## src/rtl/game_pkg.sv

```systemverilog
// Shared encodings for the frame game controller: FSM states as seen on the state output
// and the width of the lives field.
package game_pkg;

  localparam int unsigned LIVES_W = 2;

  typedef enum logic [1:0] {
    ST_IDLE     = 2'd0,
    ST_PLAY     = 2'd1,
    ST_HIT      = 2'd2,
    ST_GAMEOVER = 2'd3
  } game_state_e;

endpackage

```

## src/rtl/frame_game_controller_if.sv

```systemverilog
// Frame/collision inputs and game status outputs of the frame game controller.
// The controller uses the slave modport; whoever drives frames and collisions uses master.
interface frame_game_controller_if;
  import game_pkg::*;

  logic                frame_end;
  logic                player_dragon_col;
  logic                sword_dragon_col;
  logic                sheep_dragon_col;
  logic                start_btn;
  game_state_e         state;
  logic [LIVES_W-1:0]  lives;
  logic                game_active;
  logic                invuln;
  logic                player_hit;
  logic                dragon_hit;
  logic                dragon_heal;
  logic                game_restart;

  modport master (
    output frame_end, player_dragon_col, sword_dragon_col, sheep_dragon_col, start_btn,
    input  state, lives, game_active, invuln, player_hit, dragon_hit, dragon_heal, game_restart
  );

  modport slave (
    input  frame_end, player_dragon_col, sword_dragon_col, sheep_dragon_col, start_btn,
    output state, lives, game_active, invuln, player_hit, dragon_hit, dragon_heal, game_restart
  );

endinterface

```

## src/rtl/frame_event_latch.sv

```systemverilog
// Sticky per-frame flag: ORs a collision level over a frame and flags a rising edge
// relative to the previous frame's accumulated value.
module frame_event_latch (
  input  logic clk,
  input  logic reset,
  input  logic frame_end_i,
  input  logic col_i,
  output logic seen_o,
  output logic rise_o
);

  logic acc_q, prev_q;

  // The frame_end cycle's own input counts toward the frame being evaluated.
  assign seen_o = acc_q | col_i;
  assign rise_o = seen_o & ~prev_q;

  always_ff @(posedge clk) begin
    if (reset) begin
      acc_q  <= 1'b0;
      prev_q <= 1'b0;
    end else if (frame_end_i) begin
      acc_q  <= 1'b0;
      prev_q <= seen_o;
    end else begin
      acc_q  <= seen_o;
    end
  end

endmodule

```

## src/rtl/frame_game_controller.sv

```systemverilog
// Per-frame game sequencer: evaluates accumulated collisions at frame_end and owns lives,
// the invulnerability window and the title/play/game-over sequence.
module frame_game_controller
  import game_pkg::*;
#(
  parameter int unsigned MAX_LIVES     = 3,
  parameter int unsigned INVULN_FRAMES = 60,
  parameter int unsigned GAMEOVER_HOLD = 120,
  parameter int unsigned CNT_W         = 7
) (
  input logic                    clk,
  input logic                    reset,
  frame_game_controller_if.slave bus
);

  localparam int unsigned MaxCnt   = (1 << CNT_W) - 1;
  localparam int unsigned MaxLives = (1 << LIVES_W) - 1;

  if (MAX_LIVES < 1 || MAX_LIVES > MaxLives || INVULN_FRAMES < 1 || INVULN_FRAMES > MaxCnt ||
      GAMEOVER_HOLD < 1 || GAMEOVER_HOLD > MaxCnt) begin : gen_param_check
    $error("frame_game_controller: parameter out of range for LIVES_W/CNT_W");
  end

  logic seen_p, seen_s, seen_h, rise_s, rise_h;
  logic unused_rise_p;

  frame_event_latch u_player (
    .clk        (clk),
    .reset      (reset),
    .frame_end_i(bus.frame_end),
    .col_i      (bus.player_dragon_col),
    .seen_o     (seen_p),
    .rise_o     (unused_rise_p)
  );

  frame_event_latch u_sword (
    .clk        (clk),
    .reset      (reset),
    .frame_end_i(bus.frame_end),
    .col_i      (bus.sword_dragon_col),
    .seen_o     (seen_s),
    .rise_o     (rise_s)
  );

  frame_event_latch u_sheep (
    .clk        (clk),
    .reset      (reset),
    .frame_end_i(bus.frame_end),
    .col_i      (bus.sheep_dragon_col),
    .seen_o     (seen_h),
    .rise_o     (rise_h)
  );

  logic               start_s1_q, start_s2_q, start_prev_q, start_edge;
  game_state_e        state_q, state_d;
  logic [LIVES_W-1:0] lives_q, lives_d;
  logic [CNT_W-1:0]   cnt_q, cnt_d;
  logic               player_hit_q, player_hit_d, dragon_hit_q, dragon_hit_d;
  logic               dragon_heal_q, dragon_heal_d, restart_q, restart_d;

  // The button edge is judged frame-to-frame, not cycle-to-cycle.
  assign start_edge = start_s2_q & ~start_prev_q;

  always_comb begin
    state_d       = state_q;
    lives_d       = lives_q;
    cnt_d         = cnt_q;
    player_hit_d  = 1'b0;
    dragon_hit_d  = 1'b0;
    dragon_heal_d = 1'b0;
    restart_d     = 1'b0;
    if (bus.frame_end) begin
      unique case (state_q)
        ST_IDLE: begin
          if (start_edge) begin
            state_d   = ST_PLAY;
            lives_d   = LIVES_W'(MAX_LIVES);
            restart_d = 1'b1;
          end
        end
        ST_PLAY: begin
          dragon_hit_d  = rise_s;
          dragon_heal_d = rise_h;
          if (seen_p) begin
            player_hit_d = 1'b1;
            if (lives_q > LIVES_W'(1)) begin
              lives_d = lives_q - 1'b1;
              cnt_d   = CNT_W'(INVULN_FRAMES);
              state_d = ST_HIT;
            end else begin
              lives_d = '0;
              cnt_d   = CNT_W'(GAMEOVER_HOLD);
              state_d = ST_GAMEOVER;
            end
          end
        end
        ST_HIT: begin
          dragon_hit_d  = rise_s;
          dragon_heal_d = rise_h;
          if (cnt_q <= CNT_W'(1)) begin
            cnt_d   = '0;
            state_d = ST_PLAY;
          end else begin
            cnt_d   = cnt_q - 1'b1;
          end
        end
        ST_GAMEOVER: begin
          if (cnt_q != '0) begin
            cnt_d = cnt_q - 1'b1;
          end else if (start_edge) begin
            state_d   = ST_PLAY;
            lives_d   = LIVES_W'(MAX_LIVES);
            restart_d = 1'b1;
          end
        end
      endcase
    end
  end

  always_ff @(posedge clk) begin
    if (reset) begin
      start_s1_q    <= 1'b0;
      start_s2_q    <= 1'b0;
      start_prev_q  <= 1'b0;
      state_q       <= ST_IDLE;
      lives_q       <= LIVES_W'(MAX_LIVES);
      cnt_q         <= '0;
      player_hit_q  <= 1'b0;
      dragon_hit_q  <= 1'b0;
      dragon_heal_q <= 1'b0;
      restart_q     <= 1'b0;
    end else begin
      start_s1_q    <= bus.start_btn;
      start_s2_q    <= start_s1_q;
      if (bus.frame_end) start_prev_q <= start_s2_q;
      state_q       <= state_d;
      lives_q       <= lives_d;
      cnt_q         <= cnt_d;
      player_hit_q  <= player_hit_d;
      dragon_hit_q  <= dragon_hit_d;
      dragon_heal_q <= dragon_heal_d;
      restart_q     <= restart_d;
    end
  end

  assign bus.state        = state_q;
  assign bus.lives        = lives_q;
  assign bus.game_active  = (state_q == ST_PLAY) || (state_q == ST_HIT);
  assign bus.invuln       = (state_q == ST_HIT);
  assign bus.player_hit   = player_hit_q;
  assign bus.dragon_hit   = dragon_hit_q;
  assign bus.dragon_heal  = dragon_heal_q;
  assign bus.game_restart = restart_q;

endmodule

```

## src/flat_wrapper.sv

```systemverilog
// flat-port wrapper written by rule: the top's interface ports become plain ports
module frame_game_controller_flat import game_pkg::*;
#(
  parameter int unsigned MAX_LIVES     = 3,
  parameter int unsigned INVULN_FRAMES = 60,
  parameter int unsigned GAMEOVER_HOLD = 120,
  parameter int unsigned CNT_W         = 7
)
  (clk, reset, bus_frame_end, bus_player_dragon_col, bus_sword_dragon_col, bus_sheep_dragon_col, bus_start_btn, bus_state, bus_lives, bus_game_active, bus_invuln, bus_player_hit, bus_dragon_hit, bus_dragon_heal, bus_game_restart);
  frame_game_controller_if bus_i ();
  input logic clk;
  input logic reset;
  input wire logic [$bits(bus_i.frame_end)-1:0] bus_frame_end;
  input wire logic [$bits(bus_i.player_dragon_col)-1:0] bus_player_dragon_col;
  input wire logic [$bits(bus_i.sword_dragon_col)-1:0] bus_sword_dragon_col;
  input wire logic [$bits(bus_i.sheep_dragon_col)-1:0] bus_sheep_dragon_col;
  input wire logic [$bits(bus_i.start_btn)-1:0] bus_start_btn;
  output wire logic [$bits(bus_i.state)-1:0] bus_state;
  output wire logic [$bits(bus_i.lives)-1:0] bus_lives;
  output wire logic [$bits(bus_i.game_active)-1:0] bus_game_active;
  output wire logic [$bits(bus_i.invuln)-1:0] bus_invuln;
  output wire logic [$bits(bus_i.player_hit)-1:0] bus_player_hit;
  output wire logic [$bits(bus_i.dragon_hit)-1:0] bus_dragon_hit;
  output wire logic [$bits(bus_i.dragon_heal)-1:0] bus_dragon_heal;
  output wire logic [$bits(bus_i.game_restart)-1:0] bus_game_restart;
  assign bus_i.frame_end = bus_frame_end;
  assign bus_i.player_dragon_col = bus_player_dragon_col;
  assign bus_i.sword_dragon_col = bus_sword_dragon_col;
  assign bus_i.sheep_dragon_col = bus_sheep_dragon_col;
  assign bus_i.start_btn = bus_start_btn;
  assign bus_state = bus_i.state;
  assign bus_lives = bus_i.lives;
  assign bus_game_active = bus_i.game_active;
  assign bus_invuln = bus_i.invuln;
  assign bus_player_hit = bus_i.player_hit;
  assign bus_dragon_hit = bus_i.dragon_hit;
  assign bus_dragon_heal = bus_i.dragon_heal;
  assign bus_game_restart = bus_i.game_restart;
  frame_game_controller #(.MAX_LIVES(MAX_LIVES), .INVULN_FRAMES(INVULN_FRAMES), .GAMEOVER_HOLD(GAMEOVER_HOLD), .CNT_W(CNT_W)) u_core (.clk(clk), .reset(reset), .bus(bus_i));
endmodule
```

## config.mk

```make
export PLATFORM = sky130hd
export DESIGN_NAME = frame_game_controller_flat
export DESIGN_NICKNAME = d
export VERILOG_FILES = /design/src/rtl/game_pkg.sv /design/src/rtl/frame_game_controller_if.sv /design/src/rtl/frame_event_latch.sv /design/src/rtl/frame_game_controller.sv /design/src/flat_wrapper.sv
export SDC_FILE = /design/constraint.sdc
export NUM_CORES = 1
export LEC_CHECK = 0
export CAP_MARGIN = 10
export CORE_UTILIZATION = 52
export DETAILED_ROUTE_END_ITERATION = 8
export PLACE_DENSITY = 0.83
export SLEW_MARGIN = 20
export SYNTH_ARGS = -nofsm -noshare
export SYNTH_HDL_FRONTEND = slang
export SYNTH_SLANG_ARGS = --single-unit
```

## constraint.sdc

```tcl
create_clock -name clk -period 2.5 [get_ports clk]
set_clock_uncertainty 0.1 [all_clocks]
set_input_delay 0.25 -clock clk [delete_from_list [all_inputs] [get_ports clk]]
set_output_delay 0.25 -clock clk [all_outputs]
set_load 0.05 [all_outputs]
```

## Word-level counts from Yosys, hierarchy flattened

Index checks and enable logic that the tools add are counted.
Widths: inputs -> output; s select.

- Bits in registers: 23
- Output and inout bits: 10
- Logic and storage cells: 71
- Input port bits: 7

- Bitwise operators: 12
- Equality and inequality tests: 7
- Multiplexer cells: 20
- $add $sub $neg: 2
- Reductions and logical operators: 13
- Order comparisons: 2

Operators by type and width:

| cell | number |
|---|---|
| $mux 7 | 4 |
| $pmux 7 s3 | 1 |
| $mux 2 | 8 |
| $reduce_and 4->1 | 3 |
| $pmux 2 s4 | 1 |
| $le 7x1->1 const B | 1 |
| $reduce_bool 7->1 | 1 |
| $sub 7x1->7 const B | 1 |
| $ne 2x1->1 const B | 3 |
| $not 1->1 | 6 |
| $pmux 2 s3 | 1 |
| $reduce_bool 3->1 | 2 |
| $reduce_or 2->1 | 3 |
| $reduce_or 3->1 | 2 |
| $eq 2x2->1 const B | 2 |
| $mux 1 | 4 |
| $and 1x1->1 | 3 |
| $or 1x1->1 | 3 |
| $eq 2x1->1 const B | 1 |
| $gt 2x1->1 const B | 1 |
| $logic_not 2->1 | 1 |
| $ne 2x2->1 const B | 1 |
| $pmux 1 s2 | 1 |
| $sub 2x1->2 const B | 1 |
| $logic_or 1x1->1 | 1 |

## Logic depth before layout (Yosys ltp)

- Depth after elaboration: 5
- Depth in mapped cells: 8
- Gate-level depth less buffers: 7

## Cells and area by module

Synthesis repeated with hierarchy kept, for this count alone.

- Cell total of the unflattened synthesis: 137
- Area total of the unflattened synthesis: 1197.4 um2

By module, submodules not included:

| module | cells each | times used | area an instance (um2) | sequential area each (um2) |
|---|---|---|---|---|
| frame_game_controller | 113 | 1 | 972.2 | 360.3 |
| frame_event_latch | 8 | 3 | 75.1 | 40.0 |

## Worst setup path after synthesis

OpenSTA, ideal clock, no wires.

- Path kind: register -> register
- Start point: register u_core.state_q[1] (netlist: u_core.bus.state[1])
- End point: register u_core.cnt_q[1]
- Setup slack: 0.168 ns
- Buffers on the path: 0
- Clock period less this slack: 2.332 ns
- Required time: 2.329 ns
- Cell stages (with the launch flop): 6
- Arrival: 2.162 ns
- Setup time: 0.071 ns
- Cells stage by stage: dfxtp_1 ha_1 o31ai_4 a211oi_1 nand2b_1 a21oi_1

- Word-level cells in the longest chain between the ends: 3
- Elaborated cells on any way between the ends: 8
- Those cells by class: 5 x eq/ne; 1 x mux; 2 x reduce/logical

Ends and longest elaborated chain:

| what | line | source |
|---|---|---|
| from (decl) | frame_game_controller.sv:55 | `game_state_e state_q, state_d;` |
| from (signal assigned) | frame_game_controller.sv:136 | `state_q <= state_d;` |
| $eq 2x2->1 * | -- |  |
| net bus_invuln | flat_wrapper.sv:21 | `output wire logic [$bits(bus_i.invuln)-1:0] bus_invuln;` |
| $reduce_bool 3->1 (no line) | -- |  |
| $reduce_and 4->1 (no line) | -- |  |
| to (signal assigned) | frame_game_controller.sv:138 | `cnt_q <= cnt_d;` |
| to (decl) | frame_game_controller.sv:57 | `logic [CNT_W-1:0] cnt_q, cnt_d;` |

The timed path passes the listed nets; every way through them passes the cells marked *.
A chain may end at the register's enable or synchronous reset.

## Worst setup path after layout

- Start point: register u_core.state_q[1] (netlist: u_core.bus.state[1])
- End point: register u_core.cnt_q[5]

- Word-level cells in the longest chain between the ends: 3
- Elaborated cells on any way between the ends: 8
- Those cells by class: 5 x eq/ne; 1 x mux; 2 x reduce/logical

Ends and longest elaborated chain:

| what | line | source |
|---|---|---|
| $eq 2x2->1 or $eq 2x1->1 (tied branches) | frame_game_controller.sv:73 | `unique case (state_q)` |
| $ne 2x1->1 (no line) or $reduce_bool 3->1 (tied branches) | -- |  |
| $reduce_and 4->1 (no line) | -- |  |

Parallel ways exist; a longest one is shown, timed or not.

==> flow_summary.yaml <==
logic_synthesis:
  synth-main-ff-cell: "dfxtp_1"
  yosys.area.top_type: "dfxtp_1"
  synth_top_area_frac: 0.3987
  synth_cell_types: 36
  ys_top_cells_by_area: "dfxtp_1 40%, ha_1 7.6%, a21oi_1 5.2%, nor2_1 4.6%, o21ai_0 3.9%"
  syn_area_per_cell_um2: 8.492
  yosys-top-cells-count: "23 x dfxtp_1, 14 x nor2_1, 12 x a21oi_1"
  synth.most_common_cell: "dfxtp_1"
  ys_seq_area_frac: 0.3987
  yosys_warnings: 0
  synth_edf_count: 0
  ys_ff_latch: 23
  async_flop_share: 0
  syn_area_um2: 1155
  synthesis.nets: 150
  postSynthCellCount: 136
timing:
  setup_viol: 0
  hold_violations: 0
  worst_pin_slew_ps: 514.3
  fin_crit_sh: 0.8844
  drv_slew: 0
  fin_ws_ps: 289.1
  fmax_mhz: 452.3
  setup_tns_ps: 0
  layout_min_cycle_time_ps: 2211
  relSlewSlack: 0.6566
  rsz0062_at_grt: "no"
route:
  via_count: 1056
  avgRoutedWirePerCell_um: 13.84
  drtAntennaViolNets: 0
  drtPass1Iterations: 4
  wl_met1_um: 1177
  wl_met3_um: 142
  drt_iter0_drc: 30
  vias_per_cell: 5.867
  routed_wl_um: 2491
  highest_layer: "met4"
  drc: 0
  wl_met2_um: 1133
finish:
  diodes: 0
  fillers: 171
  drive_above_1_share: 0.07843
  area_growth_pct: 18.63
  fin_nets: 168
  final_cells: 180
die:
  io_pins: 17
  placeableCoreArea_um2: 2022
  fp.dieW_um: 49.13
  start_util: 0.5712
  rows: 16
  die_area_um2: 2413
  die_h_um: 49.13
setup_path:
  required_ps: 2650
  end_kind: "flop"
  critPathArrivalTime_ps: 2360
  cp-start-kind: "flop"
  cp_max_fo: 11
  cpMaxStageDelayCell: "or4_1"
  path_cells: "inv_1, ha_1, or3b_2, nand3b_1, or4_1, nand2_1, o2bb2ai_1"
  critical_path.max_stage_delay_ps: 560
  crit_type: "reg -> reg"
global_route:
  grt_usage: 0.2224
  grt_max_degree: 14
  antenna_found_initial: 0
  grt_pass1_vias: 974
  grt_pass1_wl_um: 4181
  overflow: 0
power:
  netSwitchingFraction: 0.2828
  internal_power_uw: 487.2
  p_total_uw: 679.4
  worst_ir_drop_vdd_mv: 0.3859
  total_leakage_power_uw: 0.0005559
  combinationalPowerShare: 0.171
  p_sw_uw: 192.1
  p_per_area_nw_per_um2: 495.9
  p_clk_frac: 0.256
  pwr-share-seq: 0.573
cts:
  cts_setup_buffers: 0
  clkLatencyLatePin_ps: 320
  cts_tree: "yes"
  path_clk_slew_ps: 140
  cts_root_buffer: "clkbuf_4"
  post_cts_resized: 0
  cts-buffers-inserted: 3
  clk_path_buf_depth: 2
  htreeDepth: 1
  clkSinkCount: 23
  cts_hold_buffers: 0
place:
  dp_hpwl_um: 1886
  port_buffers: 16
  dp.cells: 176
  dp_slack_ps: 362.2
  gp_congestion: 0.8955
flow_run:
  max-cap-violations: 0
worst_hold_path:
  worstHoldPathType: "reg -> reg"
status:
  outcome: "complete, no violations"
state kept, by name, indices dropped and copies added, names as in the netlist:
register and count:
u_core.u_sword.prev_q 1, u_core.u_sheep.prev_q 1, u_core.start_s1_q 1, u_core.u_player.acc_q 1, u_core.u_sheep.acc_q 1, u_core.bus.player_hit 1, u_core.bus.dragon_heal 1, u_core.u_sword.acc_q 1
u_core.bus.game_restart 1, u_core.cnt_q 7, u_core.bus.state 2, u_core.bus.dragon_hit 1, u_core.bus.lives 2, u_core.start_prev_q 1, u_core.start_s2_q 1
final cells by class:
class                           count  area [um2]  share of cell area
Multi-Input combinational cell    101       641.9              0.4685
Sequential cell                    23       460.4              0.3361
Timing Repair Buffer               18       180.2              0.1315
Tap cell                           27       33.78             0.02466
Inverter                            7       26.28             0.01918
Clock buffer                        3       22.52             0.01644
Clock inverter                      1       5.005            0.003653
placed cells by master (no fill, tap or decap), drive strengths merged, types with 3 or more instances in the layout:
master         count
inv                7
a211oi             5
nor2b              3
dfxtp             23
nor2              14
a21oi             12
clkdlybuf4s50     14
clkbuf             3
ha                 7
nand2b             3
nor3               8
nand3              3
nand2             10
o21ai              9
per-layer routing:
layer	up-vias	GRT usage
li1	526	-
met1	487	0.2971
met2	37	0.3607
met3	6	0.03738
met4	0	0.07353
met5	-	0
final timing paths:
kind / start / to / slack, ps / depth (start not counted)
setup / recovery: u_core.bus.state[1] / u_core.cnt_q[5] / 290 / 7
hold / removal: u_core.u_sheep.prev_q / u_core.bus.dragon_heal / 330 / 1
setup reg to reg: u_core.bus.state[1] / u_core.cnt_q[5] / 290 / 7
hold reg to reg: u_core.u_sheep.prev_q / u_core.bus.dragon_heal / 330 / 1
critical path, delay by kind of cell, from the launching register on:
family | cells | cell delay [ps]
fa+ha+maj | 1 | 280
flops | 1 | 410
buf+inv | 1 | 110
compound gates | 1 | 100
simple gates | 4 | 1140
stage by stage:
step	util	instance area (um2)	hold WS (ps)
6_report	0.6776	1370	327.3
5_1_grt	0.6776	1370	360.4
4_1_cts	0.6751	1365	335.1
3_5_place_dp	0.6615	1338	323.1
3_3_place_gp	0.6615	1338	316.2
2_1_floorplan	-	1155	275.6
logic make-up after synthesis:
kind of cell | after synthesis | synth area share
adder cells (fa/ha/maj) | 7 | 0.07584
multiplexers | 2 | 0.01734
AO/OA/AOI/OAI | 37 | 0.2124
buffers and inverters | 12 | 0.04550
flip-flops | 23 | 0.3987
AND/OR/NAND/NOR | 55 | 0.2503
power groups by stage:
stage               registers (uW)  clock network [uW]  logic (uW)
finish                         389                 174         116
global route                   392                 190         126
CTS                            389                 175         116
detailed placement             397                   0         115
global placement               397                   0         112
floorplan                      404                   0        73.4
Note: power is estimated with default switching activity, not from simulation.
